**src/rtl/fifo_rd_drain_if.sv**
```systemverilog
// Handshake bundle for fifo_rd_drain: FIFO read side plus the downstream valid/ready stream.
// master = the drain controller, slave = the FIFO/consumer environment around it.
interface fifo_rd_drain_if #(
   parameter int WIDTH = 8
);
   logic             fifo_empty;
   logic             fifo_read;
   logic [WIDTH-1:0] fifo_data;
   logic             m_valid;
   logic             m_ready;
   logic [WIDTH-1:0] m_data;

   modport master (
      input  fifo_empty, fifo_data, m_ready,
      output fifo_read, m_valid, m_data
   );

   modport slave (
      output fifo_empty, fifo_data, m_ready,
      input  fifo_read, m_valid, m_data
   );
endinterface

```
**src/rtl/fifo_rd_drain.sv**
```systemverilog
// Read-side drain for the synchronous fifo: pops words, absorbs read latency in a skid buffer,
// streams them out as valid/ready. Define FIFO_RD_DRAIN_STATS_EN to build the statistics counters.
module fifo_rd_drain #(
   parameter int WIDTH  = 8,
   parameter int RD_LAT = 1,
   parameter int CNT_W  = 16
) (
   input  logic             clk,
   input  logic             rst_n,
   input  logic             en,
   input  logic             flush,
   fifo_rd_drain_if.master  bus,
   output logic             busy,
   output logic [CNT_W-1:0] words_out,
   output logic [CNT_W-1:0] stall_cnt
);

   localparam int BUF_DEPTH = RD_LAT + 2;
   localparam int PTR_W     = $clog2(BUF_DEPTH);
   localparam int OCC_W     = $clog2(BUF_DEPTH + 1);
   localparam int INFL_W    = $clog2(RD_LAT + 1);
   localparam logic [PTR_W-1:0] PTR_LAST = PTR_W'(BUF_DEPTH - 1);
   localparam logic [OCC_W:0]   FILL_MAX = (OCC_W + 1)'(BUF_DEPTH);

   logic [WIDTH-1:0]  buf_q [BUF_DEPTH];
   logic [PTR_W-1:0]  head_q, head_d;
   logic [PTR_W-1:0]  tail_q, tail_d;
   logic [OCC_W-1:0]  occ_q, occ_d;
   logic [INFL_W-1:0] infl_q, infl_d;
   logic [RD_LAT-1:0] pipe_q, pipe_d;
   logic              land;
   logic              pop;
   logic [OCC_W:0]    fill;

   // A read issued RD_LAT cycles ago has its data on fifo_data this cycle.
   assign land = pipe_q[RD_LAT-1];
   assign fill = {1'b0, occ_q} + (OCC_W + 1)'(infl_q);

   assign bus.m_valid   = (occ_q != '0);
   assign bus.m_data    = bus.m_valid ? buf_q[head_q] : '0;
   assign pop           = bus.m_valid & bus.m_ready;
   assign bus.fifo_read = rst_n & en & ~bus.fifo_empty & ~flush & (fill < FILL_MAX);
   assign busy          = (occ_q != '0) | (infl_q != '0);

   always_comb begin
      // NOTE: every always_comb output gets a default first so no path can infer a latch.
      pipe_d    = '0;
      pipe_d[0] = bus.fifo_read;
      for (int i = 1; i < RD_LAT; i++) pipe_d[i] = pipe_q[i-1];

      head_d = head_q;
      if (pop) head_d = (head_q == PTR_LAST) ? '0 : head_q + PTR_W'(1);

      tail_d = tail_q;
      if (land) tail_d = (tail_q == PTR_LAST) ? '0 : tail_q + PTR_W'(1);

      occ_d = occ_q;
      if (land && !pop)      occ_d = occ_q + OCC_W'(1);
      else if (!land && pop) occ_d = occ_q - OCC_W'(1);

      infl_d = infl_q;
      if (bus.fifo_read && !land)      infl_d = infl_q + INFL_W'(1);
      else if (!bus.fifo_read && land) infl_d = infl_q - INFL_W'(1);

      // Clearing the latency pipe is what drops words still in flight at a flush.
      if (flush) begin
         head_d = '0;
         tail_d = '0;
         occ_d  = '0;
         infl_d = '0;
         pipe_d = '0;
      end
   end

   // NOTE: sequential state uses non-blocking <= so every flop samples pre-edge values.
   always_ff @(posedge clk or negedge rst_n) begin
      if (!rst_n) begin
         head_q <= '0;
         tail_q <= '0;
         occ_q  <= '0;
         infl_q <= '0;
         pipe_q <= '0;
      end else begin
         head_q <= head_d;
         tail_q <= tail_d;
         occ_q  <= occ_d;
         infl_q <= infl_d;
         pipe_q <= pipe_d;
      end
   end

   // NOTE: the data array has no reset; occ_q alone decides which entries are meaningful.
   always_ff @(posedge clk) begin
      if (land) buf_q[tail_q] <= bus.fifo_data;
   end

`ifdef FIFO_RD_DRAIN_STATS_EN
   logic [CNT_W-1:0] words_out_q, words_out_d;
   logic [CNT_W-1:0] stall_cnt_q, stall_cnt_d;

   always_comb begin
      words_out_d = words_out_q;
      stall_cnt_d = stall_cnt_q;
      if (pop && (words_out_q != '1)) words_out_d = words_out_q + CNT_W'(1);
      if (bus.m_valid && !bus.m_ready && (stall_cnt_q != '1)) stall_cnt_d = stall_cnt_q + CNT_W'(1);
   end

   always_ff @(posedge clk or negedge rst_n) begin
      if (!rst_n) begin
         words_out_q <= '0;
         stall_cnt_q <= '0;
      end else begin
         words_out_q <= words_out_d;
         stall_cnt_q <= stall_cnt_d;
      end
   end

   assign words_out = words_out_q;
   assign stall_cnt = stall_cnt_q;
`else
   assign words_out = '0;
   assign stall_cnt = '0;
`endif

endmodule

```
**src/flat_wrapper.sv**
```systemverilog
// flat-port wrapper written by rule: the top's interface ports become plain ports
module fifo_rd_drain_flat 
#(
   parameter int WIDTH  = 8,
   parameter int RD_LAT = 1,
   parameter int CNT_W  = 16
)
  (clk, rst_n, en, flush, busy, words_out, stall_cnt, bus_fifo_empty, bus_fifo_data, bus_m_ready, bus_fifo_read, bus_m_valid, bus_m_data);
  fifo_rd_drain_if #(.WIDTH(WIDTH)) bus_i ();
  input  logic clk;
  input  logic rst_n;
  input  logic en;
  input  logic flush;
  output logic busy;
  output logic [CNT_W-1:0] words_out;
  output logic [CNT_W-1:0] stall_cnt;
  input wire logic [$bits(bus_i.fifo_empty)-1:0] bus_fifo_empty;
  input wire logic [$bits(bus_i.fifo_data)-1:0] bus_fifo_data;
  input wire logic [$bits(bus_i.m_ready)-1:0] bus_m_ready;
  output wire logic [$bits(bus_i.fifo_read)-1:0] bus_fifo_read;
  output wire logic [$bits(bus_i.m_valid)-1:0] bus_m_valid;
  output wire logic [$bits(bus_i.m_data)-1:0] bus_m_data;
  assign bus_i.fifo_empty = bus_fifo_empty;
  assign bus_i.fifo_data = bus_fifo_data;
  assign bus_i.m_ready = bus_m_ready;
  assign bus_fifo_read = bus_i.fifo_read;
  assign bus_m_valid = bus_i.m_valid;
  assign bus_m_data = bus_i.m_data;
  fifo_rd_drain #(.WIDTH(WIDTH), .RD_LAT(RD_LAT), .CNT_W(CNT_W)) u_core (.clk(clk), .rst_n(rst_n), .en(en), .flush(flush), .bus(bus_i), .busy(busy), .words_out(words_out), .stall_cnt(stall_cnt));
endmodule
```
**config.mk**
```make
export PLATFORM = sky130hd
export DESIGN_NAME = fifo_rd_drain_flat
export DESIGN_NICKNAME = d
export VERILOG_FILES = /design/src/rtl/fifo_rd_drain_if.sv /design/src/rtl/fifo_rd_drain.sv /design/src/flat_wrapper.sv
export SDC_FILE = /design/constraint.sdc
export NUM_CORES = 1
export LEC_CHECK = 0
export ABC_AREA = 1
export ABC_CLOCK_PERIOD_IN_PS = 1600
export BUFFER_PORTS_ARGS = -buffer_cell sky130_fd_sc_hd__buf_4
export CELL_PAD_IN_SITES_DETAIL_PLACEMENT = 0
export CELL_PAD_IN_SITES_GLOBAL_PLACEMENT = 1
export CORE_ASPECT_RATIO = 0.75
export CORE_MARGIN = 2
export CORE_UTILIZATION = 30
export CTS_CLUSTER_DIAMETER = 60
export DETAILED_ROUTE_END_ITERATION = 16
export PLACE_DENSITY = 0.64
export REMOVE_ABC_BUFFERS = 1
export SYNTH_ARGS = -nofsm -noshare
export SYNTH_HDL_FRONTEND = slang
export SYNTH_SLANG_ARGS = --single-unit
```
**constraint.sdc**
```tcl
create_clock -name clk -period 1.6 [get_ports clk]
set_input_delay 0.16 -clock clk [delete_from_list [all_inputs] [get_ports clk]]
set_output_delay 0.16 -clock clk [all_outputs]
set_load 0.03 [all_outputs]
```
Word-level counts from Yosys, hierarchy flattened

Memories as Yosys holds them, arrays and structs flattened.
Index checks and enable logic that the tools add are counted.

$add $sub $neg: 7
Order comparisons: 1
Eq/ne operators: 2
Muxes and demuxes: 16
Bitwise gates (word level): 8
Reductions and logical operators: 12

Operators with widths:

| cell                  | number |
|---|---|
| $mux W2               | 9 |
| $mux W8               | 1 |
| $add A2 B1 Y2 const B | 3 |
| $mux W1               | 6 |
| $reduce_bool A2 Y1    | 3 |
| $reduce_bool A3 Y1    | 2 |
| $and A1 B1 Y1         | 5 |
| $eq A2 B2 Y1 const B  | 2 |
| $logic_and A1 B1 Y1   | 4 |
| $add A2 B1 Y3         | 1 |
| $logic_not A1 Y1      | 3 |
| $lt A3 B2 Y1 const B  | 1 |
| $not A1 Y1            | 2 |
| $sub A2 B1 Y2 const B | 1 |
| $add A1 B1 Y1 const B | 1 |
| $or A1 B1 Y1          | 1 |
| $sub A1 B1 Y1 const B | 1 |

Register bits after elaboration: 8
Bits in writable memories: 24
Output and inout bits: 43
Logic and storage cells: 52
Memories: 1

Memory list:

| memory       | depth | bits a word | rd ports | clocked after memory_dff | wr ports | RTL line            | RTL |
|---|---|---|---|---|---|---|---|
| u_core.buf_q | 3     | 8           | 1        | 0                        | 1        | fifo_rd_drain.sv:25 | `logic [WIDTH-1:0] buf_q [BUF_DEPTH];` |

Longest topological paths before layout

Gate-level depths: netlist (run 1).

Depth in word-level cells: 9
Depth in mapped cells: 8
Depth with buffers taken out: 8

Least setup slack after synthesis (run 1)

Ideal clock, no wire load.

Path kind: register to register
Start: register u_core.occ_q[0]
End: register u_core.infl_q
Arrival: 1.504 ns
Required time: 1.483 ns
Slack: -0.021 ns
Cell stages (with the launch flop): 9
Path buffers: 0
Clock period less this slack: 1.621 ns
Cells stage by stage: dfrtp_1 ha_1 ha_1 nand2_1 nand3_2 nor2_2 nand2_1 nand2_1 nor2_1

Longest elaborated chain between the ends: 6

RTL lines:

| item                                                           | RTL line                                 | RTL |
|---|---|---|
| from (decl)                                                    | fifo_rd_drain.sv:28                      | `logic [OCC_W-1:0] occ_q, occ_d;` |
| from (signal assigned)                                         | fifo_rd_drain.sv:80                      | `occ_q <= '0;` |
| from (signal assigned)                                         | fifo_rd_drain.sv:86                      | `occ_q <= occ_d;` |
| $add A2 B1 Y3 (*)                                              | fifo_rd_drain.sv:37                      | `assign fill = {1'b0, occ_q} + (OCC_W + 1)'(infl_q);` |
| $lt A3 B2 Y1 (*)                                               | fifo_rd_drain.sv:42                      | `assign bus.fifo_read = rst_n & en & ~bus.fifo_empty & ~flush & (fill < FILL_MAX);` |
| $and A1 B1 Y1 (*)                                              | fifo_rd_drain.sv:42                      |  |
| net bus_fifo_read                                              | flat_wrapper.sv:20                       | `output wire logic [$bits(bus_i.fifo_read)-1:0] bus_fifo_read;` |
| $logic_and A1 B1 Y1 / $logic_not A1 Y1 (equally long branches) | fifo_rd_drain.sv:62, fifo_rd_drain.sv:63 |  |
| $mux W1 / $logic_and A1 B1 Y1 (equally long branches)          | fifo_rd_drain.sv:62, fifo_rd_drain.sv:63 |  |
| $mux W1 / $reduce_bool A3 Y1 (equally long branches)           | n/a                                      |  |
| to (signal assigned)                                           | fifo_rd_drain.sv:87                      | `infl_q <= infl_d;` |
| to (decl)                                                      | fifo_rd_drain.sv:29                      | `logic [INFL_W-1:0] infl_q, infl_d;` |

The timed path passes the listed nets; every way through them passes the cells marked *.
A chain may end at the register's enable or synchronous reset.

Final worst setup path (run 1)

Start: register u_core.infl_q
End: output port bus_fifo_read

Longest elaborated chain between the ends: 3

RTL lines:

| item          | RTL line |
|---|---|
| $add A2 B1 Y3 | fifo_rd_drain.sv:37 |
| $lt A3 B2 Y1  | fifo_rd_drain.sv:42 |
| $and A1 B1 Y1 | fifo_rd_drain.sv:42 |
| to (decl)     | flat_wrapper.sv:20 |

No other way between the ends.

==> impl_metrics.py, run 1 <==
metrics = {
    "place": {
        "io_buffers": 24,
        "dpl.cell_count": 271,
        "routabilityCongestion": 0.7358,
        "dp_hpwl_um": 2104,
    },
    "timing": {
        "fin_crit_sh_pct": 102.4,
        "setup_violations": 1,
        "slew_viol_final": 0,
        "max_freq_mhz": 610.1,
        "skew_ps": 3.415,
        "rsz0062_at_grt": "true",
        "timing_hold_violations_final": 0,
        "holdWs_ps": 51.65,
        "layout_min_cycle_time_ps": 1639,
        "layout_setup_ws_ps": -39.01,
        "fin_tns_setup_ps": -39.01,
    },
    "clock_tree": {
        "clk_latency_ps": 280,
        "tritoncts": "yes",
        "clockBufferDepth": 2,
        "h-tree-depth": 2,
        "clkTransAtPathRegs_ps": 60,
        "cts_sinks": 32,
        "cts_made_buffers": 5,
        "cts_root_buf": "clkbuf_8",
    },
    "synthesis": {
        "ys_ff_latch": 32,
        "ys_types": 24,
        "syn_area_um2": 1660,
        "syn_inst": 167,
        "ys_warn_count": 0,
        "avgSynthCellArea_um2": 9.942,
        "ys_seq_area_share_pct": 55.46,
    },
    "route": {
        "ant_nets": 0,
        "wl_per_cell_um": 10.77,
        "remaining_drc_errors": 0,
        "wl_um": 3092,
        "firstDrtPassIters": 4,
        "vias": 1121,
        "routed_via_density": 3.906,
        "first_iter_violations": 61,
    },
    "status": {
        "status": "complete, but fails checks",
        "violations": "negative setup slack",
    },
    "power": {
        "power_density_nw_per_um2": 1132,
        "power.total_mw": 2.381,
        "p_leak_nw": 0.9646,
        "irDropWorstVdd_v": 0.0004749,
    },
    "die": {
        "io_pins": 57,
        "die_y_um": 68.43,
        "initial_utilization_pct": 31.02,
        "die-area_um2": 6151,
        "coreArea_um2": 5353,
        "num_rows": 23,
        "die_w_um": 89.90,
    },
    "setup_path": {
        "cp-endpoint": "bus_fifo_read",
        "reg2reg_depth": 10,
        "r2r_end": "u_core.infl_q",
        "crit_start": "u_core.infl_q",
        "cp_data_arrival_time_ps": 1480,
        "critPathRequiredTime_ps": 1440,
        "critPathCaptureType": "primary output",
        "reg2reg_from": "u_core.infl_q",
        "r2r_slack_ps": 100,
        "critPathMaxFanout": 3,
        "critical_path_class": "flop to primary output",
        "start_kind": "flop",
    },
    "cells_and_area": {
        "fin_nets": 227,
        "num-fill-cells": 556,
        "regArea_um2": 924.6,
        "layout.cells.non_filler": 287,
        "multi_input_area_um2": 621.8,
        "final_util_pct": 39.29,
        "area_growth_pct": 26.68,
        "drive_gt1_share_pct": 34.91,
        "layout_common_cells": "37 x nand2_1, 32 x conb_1, 30 x buf_4",
        "final_common_cell": "nand2_1",
        "num_antenna_cells": 0,
    },
    "min_path": {
        "min-delay-start": "flush",
        "hold_class": "input port to flop",
    },
    "flow_run": {
        "maxCapViolCount": 0,
    },
    "grt": {
        "grt_pass1_wl_um": 4464,
        "antenna_found_initial": 0,
        "grt_pass1_vias": 877,
        "grt_max_degree": 14,
        "grtUsageTotal_pct": 10.04,
        "overflow": 0,
    },
}
==> cells in the mapped netlist, drive strengths merged <==
cell	n	area [µm²]
dfrtp	8	200.2
inv	15	56.30
nand2	44	167.7
xor2	1	8.760
edfxtp	24	720.7
ha	2	25.02
nand3	16	90.09
nor3	2	15.01
a21oi	2	10.01
or2	1	6.260
o21ai	3	18.77
nand4	2	12.51
buf	34	259.0
nand3b	1	7.510
conb	1	3.750
nor2	11	58.81
==> final cells by class <==
cell class | count | share of cell area, %
flip-flops and latches | 32 | 43.96
repair buffers | 38 | 14.93
inverters | 15 | 2.796
well taps | 75 | 4.462
multi-input cells | 119 | 29.57
clock buffers | 8 | 4.283
==> metal layers <==
layer | GRT usage, % | part of all wire (%) | up-vias
met5 | 0 | 0 | -
met4 | 5.769 | 2.3 | 0
met3 | 3.414 | 6.1 | 7
met2 | 14.30 | 43 | 42
met1 | 13.44 | 49 | 500
li1 | - | - | 572
==> report_power, final <==
group / internal (mW) / total (mW) / switching [mW] / leakage (nW)
Clock: 0.350 / 0.620 / 0.270 / 0.0455
Combinational: 0.279 / 0.787 / 0.508 / 0.600
Sequential: 0.925 / 0.974 / 0.0491 / 0.319
==> worst min path at each step <==
stage                            end  slack (ps)  cells past startpoint
floorplan           u_core.head_q[0]        -140                      0
global placement     u_core.occ_q[1]          -6                      1
detailed placement   u_core.occ_q[1]          -6                      1
CTS                 u_core.tail_q[0]          40                      2
global route        u_core.tail_q[0]          50                      2
finish              u_core.tail_q[0]          50                      2
==> worst max-delay path, stage by stage (launching register included) <==
cell	delay (ps)
dfrtp_1	400
ha_2	200
ha_4	150
inv_2	30
nand3b_1	130
nor2_4	150
buf_6	130
==> cell families after synthesis <==
kind of cell             count (synthesis)  share of synthesized area (%)
other                                    1                         0.2259
AND/OR/NAND/NOR                         77                          21.55
XOR/XNOR                                 1                         0.5276
buffers and inverters                   49                          18.99
flip-flops                              32                          55.46
adder cells (fa/ha/maj)                  2                          1.507
AO/OA/AOI/OAI                            5                          1.733
==> sequential cells by signal, indices dropped and copies added, names as in the netlist <==
name and count:
u_core.tail_q 2, u_core.head_q 2, u_core.occ_q 2, u_core.buf_q 24, u_core.land 1, u_core.infl_q 1
==> per-stage QoR <==
step,cell area [µm²],setup WS (ps)
2_1_floorplan,1518,-20.63
3_3_place_gp,1852,150.6
3_5_place_dp,1852,124.3
4_1_cts,2011,-67.45
5_1_grt,2103,-121.0
6_report,2103,-39.01
==> what timing repair did <==
| item | CTS | global route |
|---|---|---|
| gates resized for setup | 9 | 21 |
| gates cloned | 2 | 0 |
| pin swaps | 5 | 9 |
| endpoints found under the setup margin | 10 | 10 |
| hold buffers | 1 | 0 |
| endpoints found under the hold margin | 8 | 0 |
| buffers inserted | 1 | 4 |
Power figures use the tool's default switching activity.
==> inputs of run 2 (changes only) <==
--- a/config.mk
+++ b/config.mk
@@ -5,7 +5,6 @@
 export SDC_FILE = /design/constraint.sdc
 export NUM_CORES = 1
 export LEC_CHECK = 0
-export ABC_AREA = 1
 export ABC_CLOCK_PERIOD_IN_PS = 1600
 export BUFFER_PORTS_ARGS = -buffer_cell sky130_fd_sc_hd__buf_4
 export CELL_PAD_IN_SITES_DETAIL_PLACEMENT = 0
@@ -15,7 +14,7 @@
 export CORE_UTILIZATION = 30
 export CTS_CLUSTER_DIAMETER = 60
 export DETAILED_ROUTE_END_ITERATION = 16
-export PLACE_DENSITY = 0.64
+export PLACE_DENSITY = 0.62
 export REMOVE_ABC_BUFFERS = 1
 export SYNTH_ARGS = -nofsm -noshare
 export SYNTH_HDL_FRONTEND = slang
==> impl_metrics.py, run 2 <==
metrics = {
    "setup_path": {
        "cp_data_arrival_time_ps": 1600,
        "critPathCaptureType": "primary output",
        "start_kind": "flop",
        "critPathRequiredTime_ps": 1440,
        "reg2reg_depth": 5,
        "reg2reg_from": "u_core.occ_q[0]",
        "critical_path_class": "flop to primary output",
        "r2r_end": "u_core.infl_q",
        "critPathMaxFanout": 2,
        "r2r_slack_ps": -110,
    },
    "place": {
        "place_area_um2": 1859,
        "dp_hpwl_um": 2186,
        "dpl_worst_slack_ps": -178.1,
        "io_buffers": 24,
        "routabilityCongestion": 0.7183,
    },
    "cells_and_area": {
        "top_register": "u_core.buf_q",
        "area_growth_pct": 23.49,
        "drive_gt1_share_pct": 36.05,
        "fin_nets": 187,
        "num_antenna_cells": 0,
        "num-fill-cells": 522,
        "layout_common_cells": "33 x buf_4, 32 x conb_1, 24 x edfxtp_1",
        "largest_reg_flops": 24,
        "final_common_cell": "buf_4",
        "final_util_pct": 38.34,
        "design_area_um2": 2052,
    },
    "route": {
        "ant_nets": 0,
        "vias": 972,
        "first_iter_violations": 29,
        "remaining_drc_errors": 0,
        "wl_um": 3054,
        "met3_length_um": 144,
        "top_layer": "met4",
        "wl_met2_um": 1529,
        "firstDrtPassIters": 4,
        "wl_met1_um": 1351,
        "routed_via_density": 3.935,
        "wl_per_cell_um": 12.36,
    },
    "synthesis": {
        "ys_types": 25,
        "syn_area_um2": 1662,
        "syn_inst": 131,
        "synth.most_common_cell": "buf_4",
        "yosysTopAreaCellShare_pct": 43.37,
        "synth_async_sr_flop_share_pct": 25.00,
        "ys_ff_latch": 32,
        "ys_seq_area_share_pct": 55.42,
        "ys_warn_count": 0,
        "yosysTopAreaCell": "edfxtp_1",
        "synth_area_leaders": "edfxtp_1 43%, buf_4 14%, dfrtp_1 12%, mux2_2 6.8%, mux2i_1 5.4%",
        "synth_common_cells": "32 x buf_4, 24 x edfxtp_1, 14 x nor2_1",
        "synth_top_flop_cell": "edfxtp_1",
        "synth_edf_count": 24,
        "avgSynthCellArea_um2": 12.68,
    },
    "flow_run": {
        "maxCapViolCount": 0,
    },
    "grt": {
        "grt_pass1_wl_um": 4788,
        "antenna_found_initial": 0,
        "overflow": 0,
        "grt_pass1_vias": 968,
        "grtUsageTotal_pct": 10.48,
        "grt_max_degree": 12,
    },
    "power": {
        "power.total_mw": 1.707,
        "irDropWorstVdd_v": 0.0004990,
        "p_leak_nw": 0.8715,
        "power_density_nw_per_um2": 831.7,
    },
    "die": {
        "num_rows": 23,
        "initial_utilization_pct": 31.04,
        "io_pins": 57,
        "die_y_um": 68.45,
        "die_w_um": 89.94,
        "die-area_um2": 6156,
        "coreArea_um2": 5353,
    },
    "timing": {
        "skew_ps": 5.921,
        "layout_min_cycle_time_ps": 1762,
        "fin_crit_sh_pct": 110.1,
        "timing_hold_violations_final": 0,
        "slew_viol_final": 0,
        "worst_slew_pin_slew_ps": 542.1,
        "layout_setup_ws_ps": -161.8,
        "rsz0062_at_grt": "true",
        "max_freq_mhz": 567.6,
        "setup_violations": 8,
        "maxSlewHeadroom_pct": 62.93,
    },
    "min_path": {
        "hold_class": "input port to flop",
        "min-delay-start": "bus_fifo_data[4]",
        "worstHoldEndpoint": "u_core.buf_q[2][4]",
        "hold_path_depth": 1,
    },
    "clock_tree": {
        "clkTransAtPathRegs_ps": 60,
        "cts_sinks": 32,
        "clk_latency_ps": 270,
        "cts_made_buffers": 5,
        "clockBufferDepth": 2,
        "tritoncts": "yes",
        "h-tree-depth": 2,
        "cts_root_buf": "clkbuf_8",
    },
    "status": {
        "status": "complete, but fails checks",
        "violations": "negative setup slack",
    },
}
[run 2: changes by cell type after synthesis, sizes merged, moves of 3 or more]
| cell | before | now |
|---|---|---|
| mux2i | 0 | 9 |
| nand2 | 44 | 2 |
| nor3b | 0 | 3 |
| nor2 | 11 | 14 |
| mux2 | 0 | 10 |
| inv | 15 | 3 |
| nand3 | 16 | 0 |
[run 2: worst max-delay path, cell delays in order, from the launching register on]
cell       delay [ps]
dfrtp_1           390
ha_2              200
ha_4              220
a2111oi_4         330
buf_6             190
[run 2: power by group]
group / leakage, nW / switching (mW) / internal [mW]
Combinational: 0.503 / 0.163 / 0.0669
Sequential: 0.324 / 0.00593 / 0.904
Clock: 0.0453 / 0.273 / 0.294
Total: 0.871 / 0.441 / 1.27
[run 2: worst max-delay path by stage]
| stage | slack [ps] | to | startpoint | cells past startpoint |
|---|---|---|---|---|
| after floorplan | -440 | u_core.infl_q | u_core.occ_q[0] | 4 |
| after global placement | -120 | u_core.infl_q | u_core.infl_q | 4 |
| after detailed placement | -180 | u_core.infl_q | u_core.infl_q | 4 |
| after CTS | -200 | bus_fifo_read | u_core.occ_q[0] | 4 |
| after global routing | -230 | bus_fifo_read | u_core.occ_q[0] | 4 |
| final | -160 | bus_fifo_read | u_core.occ_q[0] | 4 |
[run 2: layer usage]
layer,vias to the layer above,global-route usage [%]
li1,472,-
met4,0,4.038
met3,4,3.414
met5,-,0
met1,464,11.99
met2,32,18.84
[run 2: layout make-up]
class / instances / area [µm²] / share of cell area, %
inverter: 3 / 11.26 / 0.5488
clock inverter: 3 / 13.76 / 0.6707
timing repair buffer: 38 / 306.5 / 14.94
tap: 75 / 93.84 / 4.573
sequential: 32 / 923.4 / 45.00
multi-input combinational: 91 / 634.4 / 30.91
clock buffer: 5 / 68.82 / 3.354
[run 2: metrics by stage]
stage,TNS (ps),instances,hold WS (ps)
after CTS,-623.1,247,64.58
after global routing,-1352,247,59.63
after global placement,-139.6,234,-4.846
after detailed placement,-289.3,234,-1.094
after floorplan,-530.3,126,-135.6
final,-657.5,247,76.11
[run 2: timing repair]
| action | 4_1_cts | 5_1_grt |
|---|---|---|
| hold endpoints to repair | 8 | 0 |
| hold buffers | 1 | 0 |
| setup buffers | 4 | 0 |
| setup endpoints to repair | 11 | 12 |
| pin swaps | 2 | 2 |
| resized for setup | 10 | 10 |
[run 2: logic make-up (layout without fill, tap and decap cells)]
| family | Yosys count | after routing | share of synthesized area, % |
|---|---|---|---|
| XOR/XNOR | 1 | 1 | 0.5272 |
| other | 1 | 32 | 0.2257 |
| multiplexers | 19 | 19 | 12.20 |
| AND/OR/NAND/NOR | 28 | 28 | 9.187 |
| flip-flops | 32 | 32 | 55.42 |
| adder cells (fa/ha/maj) | 2 | 2 | 1.506 |
| buffers and inverters | 39 | 49 | 16.34 |
| AO/OA/AOI/OAI | 9 | 9 | 4.593 |
